**src/rtl/return_addr_stack.sv**
```systemverilog
// Return-address stack for the multicycle core.
//
// CALL (push) saves the return PC, RET (pop) exposes the saved PC on top_pc for the
// PC-select mux. Both flags are qualified by aux_push_pop, a one-clock-per-instruction
// strobe; with the strobe low the stack holds its state.
//
// Ports:
//   clk          system clock, rising edge
//   reset        asynchronous active-low reset; clears pointer, count, flags and entries
//   push         decoded CALL flag
//   pop          decoded RET flag
//   aux_push_pop strobe qualifying push/pop
//   ret_pc_in    return address to save
//   top_pc       current top-of-stack entry (0 when empty), combinational
//   count        number of valid entries, 0..DEPTH
//   empty        count == 0
//   full         count == DEPTH
//   overflow     sticky: push attempted while full (never set in circular mode)
//   underflow    sticky: pop attempted while empty
//
// Build option:
//   RAS_CIRCULAR_EN  when defined, a push while full overwrites the oldest entry
//                    instead of being dropped.
module return_addr_stack #(
    parameter int unsigned ADDR_WIDTH = 32,
    parameter int unsigned DEPTH      = 8,
    parameter int unsigned PTR_WIDTH  = 3
) (
    input  logic                  clk,
    input  logic                  reset,
    input  logic                  push,
    input  logic                  pop,
    input  logic                  aux_push_pop,
    input  logic [ADDR_WIDTH-1:0] ret_pc_in,
    output logic [ADDR_WIDTH-1:0] top_pc,
    output logic [PTR_WIDTH:0]    count,
    output logic                  empty,
    output logic                  full,
    output logic                  overflow,
    output logic                  underflow
);

    localparam logic [PTR_WIDTH:0]   FullCount = (PTR_WIDTH + 1)'(DEPTH);
    localparam logic [PTR_WIDTH-1:0] PtrOne    = PTR_WIDTH'(1);
    localparam logic [PTR_WIDTH:0]   CntOne    = (PTR_WIDTH + 1)'(1);

    logic [ADDR_WIDTH-1:0] mem_q [DEPTH];
    logic [PTR_WIDTH-1:0]  sp_q, sp_d;
    logic [PTR_WIDTH:0]    count_q, count_d;
    logic                  overflow_q, overflow_d;
    logic                  underflow_q, underflow_d;
    logic                  wr_en;
    logic [PTR_WIDTH-1:0]  wr_addr;
    logic                  is_empty, is_full;

    assign is_empty = (count_q == '0);
    assign is_full  = (count_q == FullCount);

    always_comb begin
        sp_d        = sp_q;
        count_d     = count_q;
        overflow_d  = overflow_q;
        underflow_d = underflow_q;
        wr_en       = 1'b0;
        wr_addr     = sp_q;
        if (aux_push_pop) begin
            if (push && pop && !is_empty) begin
                // Replace top: the RET is immediately followed by a new CALL.
                wr_en   = 1'b1;
                wr_addr = sp_q - PtrOne;
            end else if (push) begin
                // Also covers push+pop on an empty stack, which acts as a plain push.
                if (!is_full) begin
                    wr_en   = 1'b1;
                    sp_d    = sp_q + PtrOne;
                    count_d = count_q + CntOne;
                end else begin
`ifdef RAS_CIRCULAR_EN
                    // sp points at the oldest entry when full; overwrite it.
                    wr_en = 1'b1;
                    sp_d  = sp_q + PtrOne;
`else
                    overflow_d = 1'b1;
`endif
                end
            end else if (pop) begin
                if (!is_empty) begin
                    sp_d    = sp_q - PtrOne;
                    count_d = count_q - CntOne;
                end else begin
                    underflow_d = 1'b1;
                end
            end
        end
    end

    always_ff @(posedge clk or negedge reset) begin
        if (!reset) begin
            sp_q        <= '0;
            count_q     <= '0;
            overflow_q  <= 1'b0;
            underflow_q <= 1'b0;
        end else begin
            sp_q        <= sp_d;
            count_q     <= count_d;
            overflow_q  <= overflow_d;
            underflow_q <= underflow_d;
        end
    end

    always_ff @(posedge clk or negedge reset) begin
        if (!reset) begin
            for (int i = 0; i < int'(DEPTH); i++) begin
                mem_q[i] <= '0;
            end
        end else if (wr_en) begin
            mem_q[wr_addr] <= ret_pc_in;
        end
    end

    assign top_pc    = is_empty ? '0 : mem_q[sp_q - PtrOne];
    assign count     = count_q;
    assign empty     = is_empty;
    assign full      = is_full;
    assign overflow  = overflow_q;
    assign underflow = underflow_q;

endmodule

```
**config.mk**
```make
export PLATFORM = sky130hd
export DESIGN_NAME = return_addr_stack
export DESIGN_NICKNAME = d
export VERILOG_FILES = /design/src/rtl/return_addr_stack.sv
export SDC_FILE = /design/constraint.sdc
export NUM_CORES = 1
export LEC_CHECK = 0
export ABC_AREA = 1
export ABC_CLOCK_PERIOD_IN_PS = 2800
export CORE_UTILIZATION = 50
export CTS_BUF_LIST = sky130_fd_sc_hd__clkbuf_4 sky130_fd_sc_hd__clkbuf_8 sky130_fd_sc_hd__clkbuf_16
export DETAILED_ROUTE_END_ITERATION = 10
export HOLD_SLACK_MARGIN = 0.06
export PLACE_DENSITY_LB_ADDON = 0.3
export RECOVER_POWER = 25
export SLEW_MARGIN = 0
export SYNTH_ARGS = -nofsm -noshare
export SYNTH_HDL_FRONTEND = slang
export SYNTH_SLANG_ARGS = --single-unit
```
**constraint.sdc**
```tcl
create_clock -name clk -period 2.8 [get_ports clk]
set_clock_uncertainty 0.1 [all_clocks]
set_input_delay 0.56 -clock clk [delete_from_list [all_inputs] [get_ports clk]]
set_output_delay 0.56 -clock clk [all_outputs]
set_load 0.01 [all_outputs]
```
==> impl_metrics.py, run 1 <==
metrics = {
    "drt": {
        "viasPerCell": 5.87,
        "drtAntennaViolNets": 0,
        "routed_wl_um": 41300,
        "via_count": 12300,
        "dr.pass1.iters": 6,
        "drc": 0,
        "wire_per_inst_um": 19.6,
        "drtIter0Drc": 1205,
    },
    "grt": {
        "grt_max_degree": 76,
        "grt.overflow.total": 0,
        "grt_pass1_vias": 12100,
        "grtUsageTotal_pct": 31.4,
        "grt_pass1_wl_um": 66100,
        "antenna_found_initial": 0,
    },
    "logic_synthesis": {
        "syn-num-nets": 1751,
        "ys_top_cells_by_area": "dfrtp_1 (50%), nand2_1 (16%), nand3_1 (9.8%)",
        "synthArstFlopShare_pct": 100,
        "yosysSeqAreaShare_pct": 50.2,
        "synth_edf_count": 0,
        "syn_inst": 1709,
        "ys_warn_count": 0,
        "synth_ff_type": "dfrtp_1",
        "ys_ff_latch": 265,
        "synth_area_um2": 13200,
        "synth_area_leader_cell": "dfrtp_1",
        "yosysTopAreaCellShare_pct": 50.2,
        "synthTopCellsByCount": "nand2_1 (556), dfrtp_1 (265), nand3_1 (259)",
        "synth_cell_types": 27,
        "yosys.cell_count.top_type": "nand2_1",
        "avgSynthCellArea_um2": 7.73,
    },
    "die": {
        "rows": 59,
        "start_util_pct": 50.9,
        "fp.coreArea_um2": 26000,
        "dieArea_um2": 27100,
        "fp.dieH_um": 165,
        "die_x_um": 165,
        "ioPinCount": 77,
    },
    "critical_path": {
        "path_max_fanout": 6,
        "cp-end-kind": "output port",
        "cp_top_family": "buffers and inverters",
        "worstPathArrival_ns": 2.34,
        "worstPathBufferInverterCount": 5,
        "timing.rr.end": "mem_q[88]$_DFFE_PN0P_",
        "cp.required_ns": 2.14,
        "r2r-start": "sp_q[0]$_DFFE_PN0P_",
        "max_stage_delay_ns": 0.49,
        "path_class": "reg2out",
        "r2r_cells": 12,
        "r2r_slack_ns": 0.38,
        "path_cells": "inv_4 -> ha_4 -> inv_8 -> buf_12 -> buf_16 -> o21ai_0 -> o22ai_1 -> nor2_1 -> nor2_2 -> buf_2",
        "startpoint": "sp_q[0]$_DFFE_PN0P_",
        "startpoint_type": "flip-flop",
        "crit_slowest_cell": "dfrtp_4",
    },
    "pwr": {
        "pwr-share-comb_pct": 56.1,
        "power_density_nw_per_um2": 1520,
        "p_sw_mw": 10.6,
        "seqPwrFrac_pct": 27.7,
        "peakVddDrop_uv": 894,
        "netSwitchingFraction_pct": 43.9,
        "clkPwrFrac_pct": 16.2,
        "leakage_nw": 7.92,
        "intPower_mw": 13.5,
    },
    "sta": {
        "rsz0062_at_grt": "true",
        "slew_headroom_pct": -27.0,
        "hold_viol": 0,
        "hold_slack_ns": 0.363,
        "finalSetupViolations": 32,
        "fmax_ghz": 0.333,
        "maxSlewViolCount": 74,
        "fin_tns_setup_ns": -4.26,
        "worst_slack_ns": -0.201,
        "period_needed_ns": 3.00,
        "tightestPinTransition_ns": 1.90,
        "min_period_over_period_pct": 107,
    },
    "cts": {
        "clk_pin_slew_ns": 0.07,
        "cts-root-buf": "clkbuf_16",
        "numCtsBuffers": 29,
        "cts_sinks": 265,
        "clk_latency_ns": 0.55,
        "clock_path_buffers": 3,
        "cts_tree": "done",
        "h-tree-depth": 1,
    },
    "status": {
        "status": "complete, but fails checks",
        "violations": "max-capacitance violations, max-slew violations, negative setup slack",
    },
    "layout": {
        "area_growth_pct": 19.6,
        "ff_latch_area_um2": 6640,
        "n_antenna_cell": 0,
        "fin_nets": 1790,
        "multi_input_area_um2": 5820,
        "finish.utilization_pct": 60.8,
        "fill_cells": 2259,
        "layout-drive-gt1-share_pct": 13.7,
    },
    "placed_design": {
        "gp_congestion": 0.848,
        "hpwl_um": 22900,
        "io_buffers": 76,
    },
    "worst_hold_path": {
        "hold_end": "overflow$_DFFE_PN0P_",
        "whs_path_depth": 1,
        "worstHoldStart": "overflow$_DFFE_PN0P_",
        "hold_class": "reg2reg",
    },
    "run": {
        "max_cap_viol_count": 1,
    },
}
[how the worst max path moves through the flow]
stage                       to  slack [ns]  cells past startpoint
finish               top_pc[0]       -0.20                     10
detailed placement   top_pc[0]        -0.1                      9
floorplan           top_pc[26]       0.006                     12
global placement     top_pc[5]        -0.1                      9
CTS                  top_pc[1]       -0.20                     10
global route        top_pc[16]       -0.27                     11
[logic make-up (layout without fill, tap and decap cells)]
kind of cell | Yosys count | count (layout) | share of synthesized area, %
AND/OR/NAND/NOR | 1024 | 1024 | 32.0
adder cells (fa/ha/maj) | 5 | 5 | 0.530
buffers and inverters | 177 | 237 | 7.40
flip-flops | 265 | 265 | 50.2
XOR/XNOR | 6 | 6 | 0.398
AO/OA/AOI/OAI | 232 | 232 | 9.48
[layer usage]
layer  part of all wire [%]  vias to the layer above  track usage, %
li1                       -                     5669               -
met4                    3.2                        0            11.9
met3                    9.2                       98            5.10
met2                     47                      625            50.7
met5                      0                        -               0
met1                     41                     5957            42.4
[layout by cell type (no fill, tap or decap), types with 2 or more instances in the layout]
| cell | netlist | final |
|---|---|---|
| nand2_1 | 556 | 557 |
| dfrtp_1 | 265 | 262 |
| nand3_1 | 259 | 259 |
| nor2_1 | 193 | 187 |
| o21ai_0 | 164 | 86 |
| o22ai_1 | 64 | 56 |
| buf_4 | 33 | 48 |
| o21ai_1 | 0 | 47 |
| clkdlybuf4s50_1 | 0 | 43 |
| buf_2 | 76 | 31 |
| o21ai_2 | 0 | 30 |
| clkbuf_16 | 0 | 29 |
| buf_12 | 0 | 27 |
| clkinv_2 | 1 | 11 |
| buf_6 | 12 | 11 |
| inv_1 | 11 | 9 |
| o22ai_2 | 0 | 8 |
| buf_16 | 0 | 8 |
| nor2_2 | 5 | 7 |
| nand4_1 | 6 | 6 |
| nor2_4 | 2 | 6 |
| xnor2_1 | 5 | 5 |
| clkbuf_8 | 0 | 5 |
| ha_1 | 4 | 3 |
| bufinv_16 | 0 | 3 |
| buf_8 | 0 | 3 |
| clkbuf_4 | 1 | 2 |
| dfrtp_2 | 0 | 2 |
[flip-flops by register name (all words and copies together), names as in the netlist]
signal / flops
count: 4
mem_q: 256
overflow: 1
underflow: 1
sp_q: 3
[cell type report]
| cell class | instances | area share [%] |
|---|---|---|
| repair buffers | 173 | 12.0 |
| well taps | 335 | 2.65 |
| clock inverters | 16 | 1.05 |
| inverters | 12 | 0.356 |
| clock buffers | 36 | 5.12 |
| multi-input cells | 1267 | 36.9 |
| flip-flops and latches | 265 | 42.0 |
[power groups by stage]
stage / clock network, mW / registers, mW / logic [mW]
final: 3.91 / 6.67 / 13.5
after global routing: 4.12 / 6.89 / 14.6
after CTS: 3.95 / 6.61 / 12.9
after detailed placement: 0 / 6.62 / 11.9
after global placement: 0 / 6.58 / 11.7
after floorplan: 0 / 6.39 / 7.20
[through the flow]
step                      std cells  worst slack [ns]  power, mW  area (µm²)
after global routing           2104            -0.274       25.6       15800
after CTS                      2104            -0.204       23.5       15700
after floorplan                1709           0.00622       13.6       13200
after global placement         2030           -0.0994       18.3       14400
final                          2104            -0.201       24.1       15800
after detailed placement       2030           -0.0988       18.5       14400
[repair_timing]
item	CTS	global route
buffers inserted	15	3
gates resized for setup	215	77
cloned	6	0
pin swaps	46	74
endpoints found under the hold margin	70	0
hold buffers	1	0
endpoints found under the setup margin	32	33
(Power assumes the default switching activity.)
==> inputs of run 2 (changes only) <==
--- a/config.mk
+++ b/config.mk
@@ -9,9 +9,10 @@
 export ABC_CLOCK_PERIOD_IN_PS = 2800
 export CORE_UTILIZATION = 50
 export CTS_BUF_LIST = sky130_fd_sc_hd__clkbuf_4 sky130_fd_sc_hd__clkbuf_8 sky130_fd_sc_hd__clkbuf_16
+export CTS_CLUSTER_DIAMETER = 30
 export DETAILED_ROUTE_END_ITERATION = 10
 export HOLD_SLACK_MARGIN = 0.06
-export PLACE_DENSITY_LB_ADDON = 0.3
+export PLACE_DENSITY_LB_ADDON = 0.2
 export RECOVER_POWER = 25
 export SLEW_MARGIN = 0
 export SYNTH_ARGS = -nofsm -noshare
==> run 2 against run 1 <==
Net effect: clock-buffer cell count up 41; wire length increased by 2.7%; critical path type unchanged; largest cell class unchanged; first-iteration DRC count increased by 30%; the flow still finishes with violations (max-capacitance violations, max-slew violations, negative setup slack).
==> impl_metrics.py, run 2 (synthesis results as in run 1) <==
metrics = {
    "pwr": {
        "leakage_nw": 8.30,
        "power_density_nw_per_um2": 1570,
        "seqPwrFrac_pct": 25.6,
        "pwr-share-comb_pct": 48.3,
        "clkPwrFrac_pct": 26.1,
        "peakVddDrop_uv": 925,
        "intPower_mw": 15.2,
        "netSwitchingFraction_pct": 41.7,
        "p_sw_mw": 10.8,
    },
    "cts": {
        "numCtsBuffers": 58,
        "cts_tree": "done",
        "clk_pin_slew_ns": 0.04,
        "h-tree-depth": 2,
        "clock_path_buffers": 3,
        "cts-root-buf": "clkbuf_16",
        "clk_latency_ns": 0.56,
        "cts_sinks": 265,
    },
    "die": {
        "fp.dieH_um": 165,
        "start_util_pct": 50.9,
        "die_x_um": 165,
        "rows": 59,
        "fp.coreArea_um2": 26000,
        "dieArea_um2": 27100,
        "ioPinCount": 77,
    },
    "placed_design": {
        "place_area_um2": 14300,
        "gp_congestion": 0.814,
        "dp.cells": 2026,
        "io_buffers": 76,
        "hpwl_um": 22900,
        "pre_cts_ws_ns": -0.162,
    },
    "layout": {
        "layout-drive-gt1-share_pct": 14.5,
        "final_cell_area_um2": 16500,
        "multi_input_area_um2": 5720,
        "ff_latch_area_um2": 6640,
        "area_growth_pct": 25.2,
        "mostFrequentLayoutCells": "nand2_1 (556), dfrtp_1 (264), nand3_1 (259)",
        "finish.utilization_pct": 63.7,
        "fin_cells": 2148,
        "max_flop_register": "mem_q",
        "n_antenna_cell": 0,
        "fill_cells": 2192,
        "fin_nets": 1806,
        "largest_register_ffs": 256,
        "layout_commonest_cell": "nand2_1",
    },
    "grt": {
        "antenna_found_initial": 0,
        "grt_max_degree": 88,
        "grt_pass1_vias": 12200,
        "grt_pass1_wl_um": 67100,
        "grtUsageTotal_pct": 31.8,
        "grt.overflow.total": 0,
    },
    "drt": {
        "dr.pass1.iters": 6,
        "routed_wl_um": 42400,
        "drc": 0,
        "drtIter0Drc": 1563,
        "via_count": 12400,
        "viasPerCell": 5.78,
        "wire_per_inst_um": 19.8,
        "drtAntennaViolNets": 0,
    },
    "sta": {
        "rsz0062_at_grt": "true",
        "maxSlewViolCount": 63,
        "min_period_over_period_pct": 106,
        "tightestPinTransition_ns": 1.68,
        "hold_viol": 0,
        "fmax_ghz": 0.338,
        "worst_slack_ns": -0.161,
        "hold_slack_ns": 0.364,
        "period_needed_ns": 2.96,
        "slew_headroom_pct": -11.8,
        "finalSetupViolations": 32,
    },
    "worst_hold_path": {
        "hold_class": "reg2reg",
        "worstHoldStart": "mem_q[210]$_DFFE_PN0P_",
    },
    "critical_path": {
        "path_max_fanout": 8,
        "crit_path_frequent_cell": "nor2_1",
        "max_stage_delay_ns": 0.48,
        "cp.required_ns": 2.14,
        "startpoint_type": "flip-flop",
        "r2r-start": "sp_q[0]$_DFFE_PN0P_",
        "path_cells": "inv_4 -> ha_4 -> clkinv_8 -> buf_12 -> buf_16 -> o21ai_1 -> o22ai_1 -> nor2_1 -> nor2_1 -> buf_2",
        "startpoint": "sp_q[0]$_DFFE_PN0P_",
        "cp-end-kind": "output port",
        "crit_slowest_cell": "dfrtp_4",
        "worstPathArrival_ns": 2.30,
        "path_class": "reg2out",
    },
    "status": {
        "status": "complete, but fails checks",
        "violations": "max-capacitance violations, max-slew violations, negative setup slack",
    },
    "run": {
        "max_cap_viol_count": 1,
    },
}
==> run 2: cell types whose count changed in the layout (fill, tap and decap cells not counted), sizes merged <==
cell / previous run / this run
clkinvlp: 1 / 7
clkdlybuf4s50: 43 / 42
dlygate4sd3: 1 / 2
clkbuf: 37 / 81
bufinv: 3 / 4
clkinv: 12 / 23
inv: 12 / 10
buf: 128 / 112
==> run 2: area by class of cell <==
type,count,share of cell area (%)
sequential,265,40.1
multi-input combinational,1267,34.6
timing repair buffer,160,10.4
clock buffer,77,10.3
tap,335,2.53
clock inverter,32,1.84
inverter,12,0.370
==> run 2: final timing paths <==
path                                           to  cells past startpoint  slack, ns
min in group asynchronous   mem_q[26]$_DFFE_PN0P_                      2       0.90
hold reg to reg            mem_q[210]$_DFFE_PN0P_                      2       0.36
max in group asynchronous     sp_q[0]$_DFFE_PN0P_                      3       0.28
setup / recovery                       top_pc[14]                     10      -0.16
setup reg to reg            mem_q[85]$_DFFE_PN0P_                     13       0.16
hold / removal             mem_q[210]$_DFFE_PN0P_                      2       0.36
==> run 2: layer usage <==
metal  up-vias  wire [µm]  global-route usage, %
li1       5728          -                      -
met1      5952      18300                   45.0
met2       650      19400                   49.1
met3        96       3740                   5.80
met4         0       1000                   11.1
met5         -          0                      0
==> run 2: what timing repair did <==
item | in CTS | in global routing
pin swaps | 30 | 25
setup buffers | 5 | 1
resized for setup | 188 | 61
setup endpoints to repair | 32 | 32
hold buffers | 1 | 0
endpoints found under the hold margin | 58 | 0
cloned | 3 | 3
==> run 2: worst max-delay path: cells and delay by family (launching register included) <==
family	cells	cell delay [ns]
compound gates	2	0.17
fa+ha+maj	1	0.25
buf+inv	5	0.62
flops	1	0.48
simple gates	2	0.22
==> run 2: power groups by stage <==
stage / Sequential, mW / Combinational [mW] / Clock, mW
after floorplan: 6.39 / 7.20 / 0
after global placement: 6.58 / 11.4 / 0
after detailed placement: 6.61 / 11.5 / 0
after CTS: 6.62 / 11.9 / 6.83
after global routing: 6.86 / 13.7 / 7.05
final: 6.67 / 12.6 / 6.79
==> run 2: stage by stage <==
step / total power, mW / TNS, ns
final: 26.0 / -3.12
after global routing: 27.6 / -7.65
after CTS: 25.3 / -3.07
after detailed placement: 18.1 / -3.14
after global placement: 18.0 / -2.40
after floorplan: 13.6 / 0
